### src/rtl/heart_pkg.sv
// Shared types and defaults for the heart tracker: game state encoding,
// heart count width and the default timing parameters.
package heart_pkg;

    typedef enum logic [1:0] {
        IDLE      = 2'd0,
        PLAY      = 2'd1,
        GAME_OVER = 2'd2,
        WIN       = 2'd3
    } state_t;

    localparam int HEART_W = 6;

    localparam int DEF_MAX_HEARTS    = 5;
    localparam int DEF_INVULN_FRAMES = 60;
    localparam int DEF_BLINK_FRAMES  = 8;

endpackage

### src/rtl/heart_counter.sv
// One entity's heart count plus its frame-based invulnerability cooldown.
// Counts only move while `active`; `load` restarts the entity.
module heart_counter
    import heart_pkg::*;
#(
    parameter int MAX_HEARTS    = DEF_MAX_HEARTS,
    parameter int INVULN_FRAMES = DEF_INVULN_FRAMES,
    parameter int CD_W          = $clog2(INVULN_FRAMES + 1)
) (
    input  logic               Clk,
    input  logic               Reset,
    input  logic               load,
    input  logic [HEART_W-1:0] load_value,
    input  logic               active,
    input  logic               hit,
    input  logic               heal,
    input  logic               frame_tick,
    output logic [HEART_W-1:0] count,
    output logic               busy
);

    localparam logic [HEART_W-1:0] MAX_COUNT  = HEART_W'(MAX_HEARTS);
    localparam logic [HEART_W-1:0] COUNT_ONE  = HEART_W'(1);
    localparam logic [CD_W-1:0]    CD_LOAD    = CD_W'(INVULN_FRAMES);
    localparam logic [CD_W-1:0]    CD_ONE     = CD_W'(1);

    logic [CD_W-1:0] cooldown;
    logic            accept;

    // A hit landing on the same tick that clears the cooldown still sees it non-zero
    assign accept = active && hit && (count != '0) && (cooldown == '0);
    assign busy   = (cooldown != '0);

    always_ff @(posedge Clk) begin
        if (Reset) begin
            count <= '0;
        end else if (load) begin
            count <= load_value;
        end else if (accept) begin
            count <= count - COUNT_ONE;
        end else if (active && heal && (count < MAX_COUNT)) begin
            count <= count + COUNT_ONE;
        end
    end

    always_ff @(posedge Clk) begin
        if (Reset || load) begin
            cooldown <= '0;
        end else if (accept) begin
            cooldown <= CD_LOAD;
        end else if (frame_tick && (cooldown != '0)) begin
            cooldown <= cooldown - CD_ONE;
        end
    end

endmodule

### src/rtl/heart_tracker.sv
// Owns player/enemy heart counts, resolves game over and win, and drives
// the heart display enables including the player invulnerability blink.
module heart_tracker
    import heart_pkg::*;
#(
    parameter int MAX_HEARTS    = DEF_MAX_HEARTS,
    parameter int INVULN_FRAMES = DEF_INVULN_FRAMES,
    parameter int BLINK_FRAMES  = DEF_BLINK_FRAMES
) (
    input  logic               Clk,
    input  logic               Reset,
    input  logic               frame_clk,
    input  logic               game_start,
    input  logic               en2_present,
    input  logic               hit_player,
    input  logic               hit_en,
    input  logic               hit_en2,
    input  logic               heal_player,
    output logic [HEART_W-1:0] remaining_hearts,
    output logic [HEART_W-1:0] remaining_hearts_en,
    output logic [HEART_W-1:0] remaining_hearts_en2,
    output logic               heart_enable,
    output logic               enable12,
    output logic               player_dead,
    output logic               enemies_dead
);

    localparam int                 CD_W      = $clog2(INVULN_FRAMES + 1);
    localparam logic [HEART_W-1:0] MAX_COUNT = HEART_W'(MAX_HEARTS);
    localparam logic [CD_W-1:0]    BLINK_MAX = CD_W'(INVULN_FRAMES);
    localparam logic [CD_W-1:0]    BLINK_ONE = CD_W'(1);

    state_t              state;
    state_t              state_next;
    logic                frame_prev;
    logic                frame_tick;
    logic                playing;
    logic                start;
    logic                p_busy;
    logic                e_busy;
    logic                e2_busy;
    logic                p_accept;
    logic                enemies_out;
    logic                blink_odd;
    logic [CD_W-1:0]     blink_count;
    logic [HEART_W-1:0]  en2_load_value;
    logic                unused_busy;

    assign frame_tick     = frame_clk && !frame_prev;
    assign playing        = (state == PLAY);
    assign start          = game_start && !playing;
    assign en2_load_value = en2_present ? MAX_COUNT : '0;
    assign enemies_out    = (remaining_hearts_en == '0) &&
                            (!enable12 || (remaining_hearts_en2 == '0));
    assign unused_busy    = e_busy ^ e2_busy;

    always_ff @(posedge Clk) begin
        if (Reset) begin
            frame_prev <= 1'b0;
        end else begin
            frame_prev <= frame_clk;
        end
    end

    always_ff @(posedge Clk) begin
        if (Reset) begin
            state <= IDLE;
        end else begin
            state <= state_next;
        end
    end

    // Player death is checked first so a simultaneous wipe-out is a loss
    always_comb begin
        state_next = state;
        case (state)
            IDLE: begin
                if (game_start) state_next = PLAY;
            end
            PLAY: begin
                if (remaining_hearts == '0) begin
                    state_next = GAME_OVER;
                end else if (enemies_out) begin
                    state_next = WIN;
                end
            end
            GAME_OVER, WIN: begin
                if (game_start) state_next = PLAY;
            end
            default: state_next = IDLE;
        endcase
    end

    always_ff @(posedge Clk) begin
        if (Reset) begin
            enable12 <= 1'b0;
        end else if (start) begin
            enable12 <= en2_present;
        end
    end

    heart_counter #(
        .MAX_HEARTS    (MAX_HEARTS),
        .INVULN_FRAMES (INVULN_FRAMES),
        .CD_W          (CD_W)
    ) u_player (
        .Clk        (Clk),
        .Reset      (Reset),
        .load       (start),
        .load_value (MAX_COUNT),
        .active     (playing),
        .hit        (hit_player),
        .heal       (heal_player),
        .frame_tick (frame_tick),
        .count      (remaining_hearts),
        .busy       (p_busy)
    );

    heart_counter #(
        .MAX_HEARTS    (MAX_HEARTS),
        .INVULN_FRAMES (INVULN_FRAMES),
        .CD_W          (CD_W)
    ) u_enemy (
        .Clk        (Clk),
        .Reset      (Reset),
        .load       (start),
        .load_value (MAX_COUNT),
        .active     (playing),
        .hit        (hit_en),
        .heal       (1'b0),
        .frame_tick (frame_tick),
        .count      (remaining_hearts_en),
        .busy       (e_busy)
    );

    heart_counter #(
        .MAX_HEARTS    (MAX_HEARTS),
        .INVULN_FRAMES (INVULN_FRAMES),
        .CD_W          (CD_W)
    ) u_enemy2 (
        .Clk        (Clk),
        .Reset      (Reset),
        .load       (start),
        .load_value (en2_load_value),
        .active     (playing),
        .hit        (hit_en2),
        .heal       (1'b0),
        .frame_tick (frame_tick),
        .count      (remaining_hearts_en2),
        .busy       (e2_busy)
    );

    // Mirrors the player accept condition so the blink restarts with each new cooldown
    assign p_accept = playing && hit_player && (remaining_hearts != '0) && !p_busy;

    always_ff @(posedge Clk) begin
        if (Reset || start || p_accept) begin
            blink_count <= '0;
        end else if (frame_tick && p_busy && (blink_count < BLINK_MAX)) begin
            blink_count <= blink_count + BLINK_ONE;
        end
    end

    assign blink_odd    = ((int'(blink_count) / BLINK_FRAMES) % 2) != 0;
    assign heart_enable = (state != IDLE) && !(playing && p_busy && blink_odd);
    assign player_dead  = (state == GAME_OVER);
    assign enemies_dead = (state == WIN);

endmodule

### config.mk
export PLATFORM = sky130hd
export DESIGN_NAME = heart_tracker
export DESIGN_NICKNAME = d
export VERILOG_FILES = /design/src/rtl/heart_pkg.sv /design/src/rtl/heart_counter.sv /design/src/rtl/heart_tracker.sv
export SDC_FILE = /design/constraint.sdc
export NUM_CORES = 1
export LEC_CHECK = 0
export BUFFER_PORTS_ARGS = -buffer_cell sky130_fd_sc_hd__buf_2
export CAP_MARGIN = 20
export CORE_MARGIN = 2
export CORE_UTILIZATION = 50
export CTS_CLUSTER_SIZE = 8
export DETAILED_ROUTE_END_ITERATION = 12
export HOLD_SLACK_MARGIN = 0.08
export PLACE_DENSITY_LB_ADDON = 0.2
export REMOVE_ABC_BUFFERS = 1
export SLEW_MARGIN = 20
export SYNTH_ARGS = -nofsm -noshare
export SYNTH_HDL_FRONTEND = slang
export SYNTH_HIERARCHICAL = 1
export SYNTH_SLANG_ARGS = --single-unit
### constraint.sdc
create_clock -name Clk -period 7.62 [get_ports Clk]
set_input_delay 0.762 -clock Clk [delete_from_list [all_inputs] [get_ports Clk]]
set_output_delay 0.762 -clock Clk [all_outputs]
set_load 0.005 [all_outputs]
; ---- Yosys cells after proc, flatten, opt, wreduce, memory -nomap -nowiden
; Cells that the tools add are included.
[totals]
regBits = 46
latchBits = 0
ramBits = 0
rom_bits = 0
in_bits = 9
output_inout_bits = 22
word_cells = 105
mem_count = 0
[op_classes]
add_sub_neg = 8
mul = 0
n_div = 0
magnitude_cmp = 2
eq_ne = 5
shifts = 0
n_mux = 18
bitwise = 0
reduce_logical = 57
[op_table]
columns = op, count
row1 = $mux W6, 10
row2 = $logic_not A6 Y1, 6
row3 = $reduce_bool A6 Y1, 6
row4 = $sub A6 B1 Y6 const B, 6
row5 = $logic_and A1 B1 Y1, 22
row6 = $reduce_bool A2 Y1, 7
row7 = $add A6 B1 Y6 const B, 2
row8 = $mux W3, 4
row9 = $reduce_or A2 Y1, 4
row10 = $lt A6 B3 Y1 const B, 1
row11 = $lt A6 B6 Y1 const B, 1
row12 = $mux W2, 3
row13 = $logic_not A1 Y1, 5
row14 = $eq A2 B2 Y1 const B, 2
row15 = $pmux W2 S2, 1
row16 = $logic_or A1 B1 Y1, 3
row17 = $ne A3 B1 Y1 const B, 1
row18 = $reduce_bool A3 Y1, 1
row19 = $reduce_or A3 Y1, 1
row20 = $eq A2 B1 Y1 const B, 1
row21 = $logic_not A2 Y1, 1
row22 = $ne A2 B1 Y1 const B, 1
row23 = $reduce_and A2 Y1, 1

; ---- Depth between registers and ports, before layout
[depth]
word_depth = 6
mapped_depth = 11
mapped_depth_nobuf = 11

; ---- By module
; Netlist, hierarchy kept.
[by_module_without_submodules]
columns = mod, instances, cells_per_inst, area_each_um2, seq_area_each_um2
row1 = heart_counter, 3, 97, 898.4, 240.2
row2 = heart_tracker, 1, 66, 601.8, 200.2

; ---- Least setup slack after synthesis
; Ideal clock, no wire load.
[synth_path]
path_kind = flip-flop to flip-flop
start = register state[1]
end = register u_player.count[4]
setup_time_ns = 0.091
arrival_time_ns = 2.699
required_time_ns = 7.529
path_slack_ns = 4.830
path_stages_with_launch = 12
n_path_buf = 0
period_less_slack_ns = 2.790
cell_sequence = dfxtp_1 > nand2b_1 > inv_1 > nand2_1 > or3_4 > inv_4 > ha_1 > nor2b_1 > o21a_1 > o21a_1 > or3_1 > a311oi_1
[synth_between]
elab_chain_cells = 5
word_cells_on_any_way = 11
cone_classes = eq/ne: 1 / mux: 1 / reduce/logical: 9
[synth_rtl]
columns = item, line
row1 = from (decl), heart_tracker.sv:33  ; state_t state;
row2 = from (signal assigned), heart_tracker.sv:69  ; state <= state_next;
row3 = $eq A2 B1 Y1 (*), heart_tracker.sv:50  ; assign playing = (state == PLAY);
row4 = net playing, heart_tracker.sv:37  ; logic playing;
row5 = $logic_and A1 B1 Y1 (3 in a row), heart_counter.sv:31  ; assign accept = active && hit && (count != '0) && (cooldown == '0);
row6 = $mux W6 / $reduce_bool A2 Y1 (equally long branches), -
row7 = to (signal assigned), heart_counter.sv:38  ; count <= load_value;
row8 = to (signal assigned), heart_counter.sv:40  ; count <= count - COUNT_ONE;
row9 = to (signal assigned), heart_counter.sv:42  ; count <= count + COUNT_ONE;
row10 = to (decl), heart_counter.sv:18  ; output logic [HEART_W-1:0] count,
; Mark *: on every way through the listed nets, which the timed path passes. The rest lies on a longest branch.
; A chain may end at the register's enable or synchronous reset.

; ---- Worst setup path after layout
[layout_path]
start = register state[1]
end = register u_enemy2.count[4]
[layout_between]
elab_chain_cells = 5
word_cells_on_any_way = 8
cone_classes = eq/ne: 1 / mux: 1 / reduce/logical: 6
[layout_rtl]
columns = item, line
row1 = $eq A2 B1 Y1 (*), heart_tracker.sv:50
row2 = net playing, heart_tracker.sv:37
row3 = $logic_and A1 B1 Y1 (3 in a row), heart_counter.sv:31
row4 = $reduce_bool A2 Y1 (no line), -
row5 = to (signal assigned), heart_counter.sv:38
row6 = to (signal assigned), heart_counter.sv:40
row7 = to (signal assigned), heart_counter.sv:42
row8 = to (decl), heart_counter.sv:18
; Marked as above.

==> flow_metrics.env <==
export IMPL_outcome="finished clean"
export IMPL_die_h_um=85.2
export IMPL_final_min_clock_period_ns=3.15
export IMPL_cts_tree="done"
export IMPL_place_congestion=0.839
export IMPL_cts_buffers=5
export IMPL_cts_clk_slew_worst_paths_ns=0.09
export IMPL_synthArstFlopShare_pct=0
export IMPL_yosysSeqAreaShare_pct=27.9
export IMPL_finalSetupViolCount=0
export IMPL_clockRootBuffer="clkbuf_8"
export IMPL_avgViaCountPerCell=5.66
export IMPL_cp_end_kind="flip-flop"
export IMPL_clkSinkCount=46
export IMPL_fill_cells=582
export IMPL_synth_area_per_cell_um2=9.24
export IMPL_initial_utilization_pct=51.9
export IMPL_syn_cell_area_um2=3300
export IMPL_grt_overflow_total=0
export IMPL_worst_pin_slew_ns=0.574
export IMPL_reg2reg_slack_ns=4.47
export IMPL_cts_resized=0
export IMPL_routed_wl_um=6930
export IMPL_htreeDepth=2
export IMPL_cpLargestDelayFamily="simple AND/OR/NAND/NOR gates"
export IMPL_crit_type="flip-flop to flip-flop"
export IMPL_startpoint_type="flip-flop"
export IMPL_leakage_nw=1.53
export IMPL_slew_headroom_pct=61.7
export IMPL_timing_setup_tns_ns=0
export IMPL_row_count=29
export IMPL_slowest_delay_ns=0.46
export IMPL_cp_required_ns=7.84
export IMPL_die_x_um=85.2
export IMPL_antenna_left=0
export IMPL_antenna_found_initial=0
export IMPL_syn2layout_area_growth_pct=11.6
export IMPL_synth_cell_types=57
export IMPL_crit_arrival_ns=3.37
export IMPL_worstSkewPairLatency_ns=0.30
export IMPL_met3_usage_pct=3.21
export IMPL_firstDrtPassIters=4
export IMPL_grt_max_degree=29
export IMPL_via_count=2726
export IMPL_report_final_slew_viol_count=0
export IMPL_p_per_area_nw_per_um2=330
export IMPL_remaining_drc_errors=0
export IMPL_synth_most_common_cell="dfxtp_1"
export IMPL_synth_top_area_share_pct=27.9
export IMPL_cp_common_cell="o21a_1"
export IMPL_min_path_type="flip-flop to flip-flop"
export IMPL_ys_ff_latch=46
export IMPL_fin_ws_ns=4.47
export IMPL_synth_edff_count=0
export IMPL_nNetsFinal=435
export IMPL_first_iter_violations=102
export IMPL_cts_setup_buffers=0
export IMPL_crit_path_top_delay_cell="or3_4"
export IMPL_grt_use_total_pct=19.9
export IMPL_grt_setup_unrepaired="false"
export IMPL_post_dp_hpwl_um=5170
export IMPL_yosys_top_cells_count="dfxtp_1, nor2_1, inv_1"
export IMPL_power_mw=1.21
export IMPL_max_freq_ghz=0.317
export IMPL_post_place_ws_ns=4.50
export IMPL_fin_worst_skew_ns=0.00720
export IMPL_synth_flop_cell="dfxtp_1"
export IMPL_core_um2=6350
export IMPL_top_usage_layer="met2"
export IMPL_post_route_cells_drive_above_1_share_pct=21.0
export IMPL_crit_chain="nand2b_1, inv_1, nand2_1, or3_4, inv_4, ha_1, nor2b_1, o21a_1, o21a_1, or3_1, a311oi_1"
export IMPL_grt_pass1_wl_um=12000
export IMPL_cp_num_buf_inv=2
export IMPL_synth_area_top_cells="dfxtp_1, ha_1, nor2_1"
export IMPL_synth_largest_area_cell="dfxtp_1"
export IMPL_yosysWarningCount=6
export IMPL_first_global_vias=2567
export IMPL_hold_buffers=0
export IMPL_hold_viol=0
export IMPL_grtUsageMet1_pct=27.8
export IMPL_min_period_over_period_pct=41.4
export IMPL_cts_buffer_depth=2
export IMPL_io_pins=31
export IMPL_crit_fanout=11
export IMPL_ir_drop_uv=200
export IMPL_grt_met2_usage_pct=32.7
export IMPL_die_area_um2=7260
export IMPL_cap_violations=0
export IMPL_synthCells=357
export IMPL_antenna_cells=0
export IMPL_wl_per_cell_um=14.4
export IMPL_io_buffers=30
==> metrics by stage <==
step	hold WS [ns]	utilization (%)	cells	area (µm²)
after floorplan	0.472	-	366	3330
after CTS	0.513	57.9	482	3680
after global placement	0.490	56.4	474	3580
final	0.512	57.9	482	3680
after detailed placement	0.500	56.4	474	3580
after global routing	0.548	57.9	482	3680
==> layout make-up <==
type / count / area, µm² / share of cell area (%)
Sequential cell: 46 / 921 / 25.0
Tap cell: 77 / 96.3 / 2.62
Clock inverter: 2 / 12.5 / 0.340
Clock buffer: 6 / 82.6 / 2.24
Timing Repair Buffer: 31 / 158 / 4.29
Multi-Input combinational cell: 293 / 2300 / 62.5
Inverter: 27 / 109 / 2.96
==> cells in the final DEF (no fill, tap or decap), types with 12 or more instances in the layout <==
| cell type | n |
|---|---|
| conb_1 | 18 |
| inv_1 | 24 |
| nor3_1 | 12 |
| a21oi_1 | 18 |
| nor2_1 | 40 |
| ha_1 | 19 |
| buf_2 | 30 |
| dfxtp_1 | 46 |
| a211oi_1 | 17 |
| nand2_1 | 18 |
==> layer usage <==
layer  part of all wire [%]  vias to the layer above
met4                   0.58                        0
met1                     49                     1291
met2                     48                       32
met3                    2.1                        4
met5                      0                        -
li1                       -                     1399
==> power breakdown <==
part | internal, mW | total [mW] | switching [mW]
sequential | 0.299 | 0.393 | 0.0945
clock | 0.0731 | 0.160 | 0.0867
combinational | 0.295 | 0.660 | 0.365
total | 0.666 | 1.21 | 0.546
==> logic make-up after synthesis <==
family	count (synthesis)	synth area share (%)
adders and majority gates	22	9.03
buffers and inverters	34	4.21
DFF	46	27.9
AOI/OAI and AO/OA	100	25.8
muxes	6	1.82
and+or+nand+nor	135	27.8
other	2	0.228
xor gates and xnor gates	12	3.19
==> state kept, by name, indices dropped and copies added (netlist names) <==
name               flops
u_player/cooldown      6
u_enemy/count          6
blink_count            6
frame_prev             1
u_enemy2/cooldown      6
state                  2
u_player/count         6
u_enemy/cooldown       6
u_enemy2/count         6
enable12               1
==> worst paths after layout <==
kind	from	endpoint	cells past startpoint
worst max-delay path	state[1]	u_enemy2/count[4]	11
worst min-delay path	u_player/cooldown[5]	u_player/cooldown[5]	1
worst max register to register	state[1]	u_enemy2/count[4]	11
worst min register to register	u_player/cooldown[5]	u_player/cooldown[5]	1
==> worst reg2reg max path, stage by stage (launching register included) <==
cell	delay (ns)
dfxtp_1	0.35
nand2b_1	0.23
inv_1	0.33
nand2_1	0.21
or3_4	0.47
inv_4	0.13
ha_1	0.28
nor2b_1	0.15
o21a_1	0.17
o21a_1	0.16
or3_1	0.35
a311oi_1	0.25
Note: power is estimated with default switching activity, not from simulation.
